**config.mk**
```make
export PLATFORM = sky130hd
export DESIGN_NAME = dmem_init_dump_ctrl
export DESIGN_NICKNAME = d
export VERILOG_FILES = /design/src/rtl/dmem_pkg.sv /design/src/rtl/dmem_word_counter.sv /design/src/rtl/dmem_init_dump_ctrl.sv
export SDC_FILE = /design/constraint.sdc
export NUM_CORES = 1
export LEC_CHECK = 0
export BUFFER_PORTS_ARGS = -buffer_cell sky130_fd_sc_hd__buf_2
export CORE_AREA = 2 2 105 107
export CTS_BUF_LIST = sky130_fd_sc_hd__clkbuf_4
export CTS_CLUSTER_SIZE = 40
export DETAILED_ROUTE_END_ITERATION = 10
export DIE_AREA = 0 0 107 109
export PLACE_DENSITY = 0.48
export SYNTH_ARGS = -nofsm -noshare
export SYNTH_HDL_FRONTEND = slang
export SYNTH_SLANG_ARGS = --single-unit
export TNS_END_PERCENT = 5
```
**constraint.sdc**
```tcl
create_clock -name clk -period 2.74 [get_ports clk]
set_input_delay 0.274 -clock clk [delete_from_list [all_inputs] [get_ports clk]]
set_output_delay 0.274 -clock clk [all_outputs]
set_load 0.05 [all_outputs]
```
**src/rtl/dmem_pkg.sv**
```systemverilog
// Shared definitions for the data-memory init/dump controller.
package dmem_pkg;

  localparam int unsigned DATA_W     = 32;
  localparam int unsigned ADDR_SHIFT = 2;

  typedef enum logic [1:0] {
    ST_RUN  = 2'd0,
    ST_LOAD = 2'd1,
    ST_DUMP = 2'd2
  } state_e;

  // Word index to byte address.
  function automatic logic [DATA_W-1:0] word_to_byte(input logic [DATA_W-1:0] idx);
    return idx << ADDR_SHIFT;
  endfunction

endpackage

```
**src/rtl/dmem_word_counter.sv**
```systemverilog
// Word-index counter with clear, enable and terminal-count flag.
module dmem_word_counter #(
  parameter int unsigned DEPTH = 8,
  parameter int unsigned AW    = 3
) (
  input  logic          clk,
  input  logic          rst,
  input  logic          i_clr,
  input  logic          i_en,
  output logic [AW-1:0] o_idx,
  output logic          o_tc
);

  logic [AW-1:0] r_cnt;

  // Count up on enable; DEPTH is a power of two so the last increment wraps to 0.
  always_ff @(posedge clk) begin
    if (rst || i_clr) begin
      r_cnt <= '0;
    end else if (i_en) begin
      r_cnt <= r_cnt + AW'(1);
    end
  end

  assign o_idx = r_cnt;
  assign o_tc  = (r_cnt == AW'(DEPTH - 1));

endmodule

```
**src/rtl/dmem_init_dump_ctrl.sv**
```systemverilog
// Owns the data-memory port: passes CPU traffic in RUN, streams an image in
// during LOAD and streams the contents out during DUMP.
module dmem_init_dump_ctrl
  import dmem_pkg::*;
#(
  parameter int unsigned DEPTH         = 8,
  parameter int unsigned AW            = 3,
  parameter bit          LOAD_ON_RESET = 1'b1
) (
  input  logic              clk,
  input  logic              rst,
  input  logic [DATA_W-1:0] cpu_address,
  input  logic [DATA_W-1:0] cpu_writeData,
  input  logic              cpu_MemRead,
  input  logic              cpu_MemWrite,
  output logic [DATA_W-1:0] cpu_readData,
  output logic              cpu_stall,
  input  logic              start_load,
  input  logic              start_dump,
  input  logic              ld_valid,
  input  logic [DATA_W-1:0] ld_data,
  output logic              ld_ready,
  output logic              load_done,
  output logic              dump_valid,
  output logic [AW-1:0]     dump_addr,
  output logic [DATA_W-1:0] dump_data,
  input  logic              dump_ready,
  output logic [DATA_W-1:0] mem_address,
  output logic [DATA_W-1:0] mem_writeData,
  output logic              mem_MemRead,
  output logic              mem_MemWrite,
  input  logic [DATA_W-1:0] mem_readData
);

  state_e            r_state;
  logic              r_load_done;
  logic [AW-1:0]     w_idx;
  logic              w_tc;
  logic              w_clr;
  logic              w_en;
  logic [DATA_W-1:0] w_word_addr;

  // Index is held at 0 in RUN so each LOAD/DUMP starts from word 0.
  assign w_clr = (r_state == ST_RUN);
  assign w_en  = ((r_state == ST_LOAD) && ld_valid) ||
                 ((r_state == ST_DUMP) && dump_ready);
  assign w_word_addr = word_to_byte(DATA_W'(w_idx));

  dmem_word_counter #(
    .DEPTH (DEPTH),
    .AW    (AW)
  ) u_cnt (
    .clk   (clk),
    .rst   (rst),
    .i_clr (w_clr),
    .i_en  (w_en),
    .o_idx (w_idx),
    .o_tc  (w_tc)
  );

  // Mode FSM and the one-cycle load_done pulse.
  always_ff @(posedge clk) begin
    if (rst) begin
      r_state     <= LOAD_ON_RESET ? ST_LOAD : ST_RUN;
      r_load_done <= 1'b0;
    end else begin
      r_load_done <= 1'b0;
      case (r_state)
        ST_RUN: begin
          if (start_load) begin
            r_state <= ST_LOAD;
          end else if (start_dump) begin
            r_state <= ST_DUMP;
          end
        end
        ST_LOAD: begin
          if (ld_valid && w_tc) begin
            r_state     <= ST_RUN;
            r_load_done <= 1'b1;
          end
        end
        ST_DUMP: begin
          if (dump_ready && w_tc) begin
            r_state <= ST_RUN;
          end
        end
        default: r_state <= ST_RUN;
      endcase
    end
  end

  assign load_done = r_load_done;

  // Memory-port and handshake decode from the current mode and index.
  always_comb begin
    mem_address   = '0;
    mem_writeData = '0;
    mem_MemRead   = 1'b0;
    mem_MemWrite  = 1'b0;
    cpu_readData  = '0;
    cpu_stall     = 1'b1;
    ld_ready      = 1'b0;
    dump_valid    = 1'b0;
    dump_addr     = '0;
    dump_data     = '0;
    case (r_state)
      ST_RUN: begin
        mem_address   = cpu_address;
        mem_writeData = cpu_writeData;
        mem_MemRead   = cpu_MemRead;
        mem_MemWrite  = cpu_MemWrite;
        cpu_readData  = mem_readData;
        cpu_stall     = 1'b0;
      end
      ST_LOAD: begin
        ld_ready      = 1'b1;
        mem_address   = w_word_addr;
        mem_writeData = ld_data;
        mem_MemWrite  = ld_valid;
      end
      ST_DUMP: begin
        mem_address = w_word_addr;
        mem_MemRead = 1'b1;
        dump_valid  = 1'b1;
        dump_addr   = w_idx;
        dump_data   = mem_readData;
      end
      default: ;
    endcase
    // Memory must never see a strobe while reset is asserted.
    if (rst) begin
      mem_MemRead  = 1'b0;
      mem_MemWrite = 1'b0;
    end
  end

endmodule

```
==> flow_metrics.tcl <==
set metrics [dict create \
    status "finished clean" \
    coreArea_um2 10600 \
    cp_max_fo 32 \
    synth_area_leader_cell "and2_1" \
    fmax_mhz 403 \
    worstMarginPinSlew_ns 0.686 \
    tritoncts "done" \
    ys_seq_area_share_pct 8.50 \
    die_h_um 109 \
    fp.dieW_um 107 \
    dp_cells 590 \
    period_share_pct 90.5 \
    overflow 0 \
    net-switching-power_w 0.00191 \
    synth-seq-cells 6 \
    holdBufCountCts 0 \
    hp-class "input pin to register" \
    wl_met3_um 907 \
    avgViaCountPerCell 4.15 \
    grt_max_degree 67 \
    grt_pass1_vias 2364 \
    internal-power_w 0.000788 \
    switching_share_pct 70.8 \
    dp_worst_setup_slack_ns 0.490 \
    port_buffers 272 \
    synth_fp_nets 337 \
    area_growth_pct 108 \
    synthCells 194 \
    fin_setup_tns_ns 0 \
    worstSetupStartpointType "register" \
    setup_viol 0 \
    crit_required_ns 2.47 \
    globalplace.congestion 0.821 \
    netlist_area_um2 1410 \
    postLayoutCoreUtil_pct 27.7 \
    cts_buffers 3 \
    clock_sinks 6 \
    fin_ws_ns 0.261 \
    post-route-min-period_ns 2.48 \
    cts-resized-gates 0 \
    nets 598 \
    crit_arrival_ns 2.21 \
    fin_cells 594 \
    clk_path_buf_depth 2 \
    slew_headroom_pct 54.2 \
    synthTopCellsByArea "and2_1 (43%), a22o_1 (20%), dfxtp_1 (8.5%)" \
    vias 2467 \
    antenna_found_initial 3 \
    die-area_um2 11700 \
    initial_core_util_pct 13.3 \
    slew_violations 0 \
    criticalPathCategory "register to output pin" \
    io-pin-count 273 \
    ir_worst_vdd_mv 0.518 \
    rsz0062_at_grt "no" \
    wl_met1_um 3410 \
    avgRoutedWirePerCell_um 14.4 \
    comb_power_share_pct 92.0 \
    most-common-layout-cells "buf_2 (270), and2_1 (96), a22o_1 (32)" \
    r2r_slack_ns 1.08 \
    yosys_warnings 0 \
    antenna_left 0 \
    endpoint_kind "output pin" \
    cts-root-buf "clkbuf_4" \
    clock_power_share_pct 3.1 \
    maxCapViolCount 0 \
    rows 38 \
    power_w 0.00270 \
    p_seq_share_pct 4.9 \
    ys_types 26 \
    drt_iter0_markers 51 \
    met2WireLength_um 4150 \
    grt_pass1_wl_um 12100 \
    power_leakage_nw 1.88 \
    drc_errors 0 \
    power_density_nw_per_um2 918 \
    fillCellCount 1181 \
    fin_skew_ns 0.00504 \
    layout_commonest_cell "buf_2" \
    dr.pass1.iters 4 \
    clkSlewWorstSetupHoldPaths_ns 0.05 \
    drive_gt1_share_pct 62.7 \
    track_usage_pct 13.2 \
    cts_setup_buffers 0 \
    insertion_delay_ns 0.24 \
    h-tree-depth 1 \
    routed_wl_um 8570 \
    netlist.area_leader.share_pct 42.5 \
    hold_viol 0 \
    dp_hpwl_um 7340 \
    highest_layer "met5" \
    syn_avg_cell_area_um2 7.28 \
]
[layer usage]
metal,track usage (%),vias up
met5,0,-
li1,-,1174
met4,3.15,4
met1,15.2,1113
met3,3.23,10
met2,24.4,166
[cell families (layout without fill, tap and decap cells)]
logic type / after synthesis / after routing / synth area share [%]
adders and majority gates: 7 / 7 / 6.20
AOI/OAI and AO/OA: 40 / 40 / 25.2
DFF: 6 / 6 / 8.50
other: 0 / 1 / 0
xor gates and xnor gates: 1 / 1 / 0.620
muxes: 4 / 4 / 2.83
and+or+nand+nor: 114 / 114 / 49.7
buffers and inverters: 22 / 281 / 7.00
[final cells by class]
class	count	area [um2]	area share, %
Antenna cell	1	2.50	0.0851
Clock buffer	3	22.5	0.766
Inverter	3	11.3	0.383
Multi-Input combinational cell	166	1200	40.7
Sequential cell	6	120	4.08
Tap cell	140	175	5.95
Timing Repair Buffer	275	1410	48.1
[power groups by stage]
stage               combinational (W)  sequential [W]   clock, W
floorplan                     0.00194        0.000123          0
finish                        0.00249        0.000132  0.0000833
CTS                           0.00251        0.000133  0.0000884
global placement              0.00249        0.000133          0
global route                  0.00260        0.000136  0.0000933
detailed placement            0.00250        0.000134          0
[synth_stat cells]
| library cell | number |
|---|---|
| a31oi_1 | 1 |
| nor2_2 | 1 |
| buf_2 | 3 |
| nor3b_2 | 1 |
| a22oi_4 | 1 |
| a22o_1 | 32 |
| and2_1 | 96 |
| buf_1 | 2 |
| a221oi_2 | 1 |
| a21oi_1 | 2 |
| or3b_1 | 1 |
| clkbuf_1 | 10 |
| inv_1 | 3 |
| nor3_1 | 3 |
| nand2b_1 | 1 |
| dfxtp_1 | 6 |
| mux2i_1 | 4 |
| nor3b_1 | 1 |
| a22oi_1 | 3 |
| xor2_1 | 1 |
| buf_4 | 3 |
| nor2_4 | 1 |
| clkbuf_2 | 1 |
| ha_1 | 7 |
| nor2_1 | 5 |
| nand2_1 | 4 |
[metrics by stage]
stage / cell area (um2) / hold slack [ns]
detailed placement: 2920 / 0.517
global placement: 2920 / 0.518
finish: 2940 / 0.339
CTS: 2940 / 0.329
floorplan: 1410 / 0.429
global route: 2940 / 0.325
[worst max-delay path: stages, from the launching register on]
cell and delay, ns:
dfxtp_1 0.33, inv_1 0.12, ha_1 0.35, nor2_2 0.10
nor2_4 0.54, a22o_1 0.25, buf_2 0.27
[sequential cells by signal, summed over array words and instances, names as in the netlist]
register / flops
u_cnt.o_idx: 3
r_state: 2
load_done: 1
[path summary, 6_finish.rpt]
| check | cells past startpoint | startpoint | end |
|---|---|---|---|
| worst max-delay path | 6 | r_state[0] | mem_writeData[25] |
| worst min-delay path | 3 | ld_valid | load_done |
| worst max register to register | 5 | r_state[1] | r_state[0] |
| worst min register to register | 2 | r_state[1] | r_state[1] |
Power figures use the tool's default switching activity.
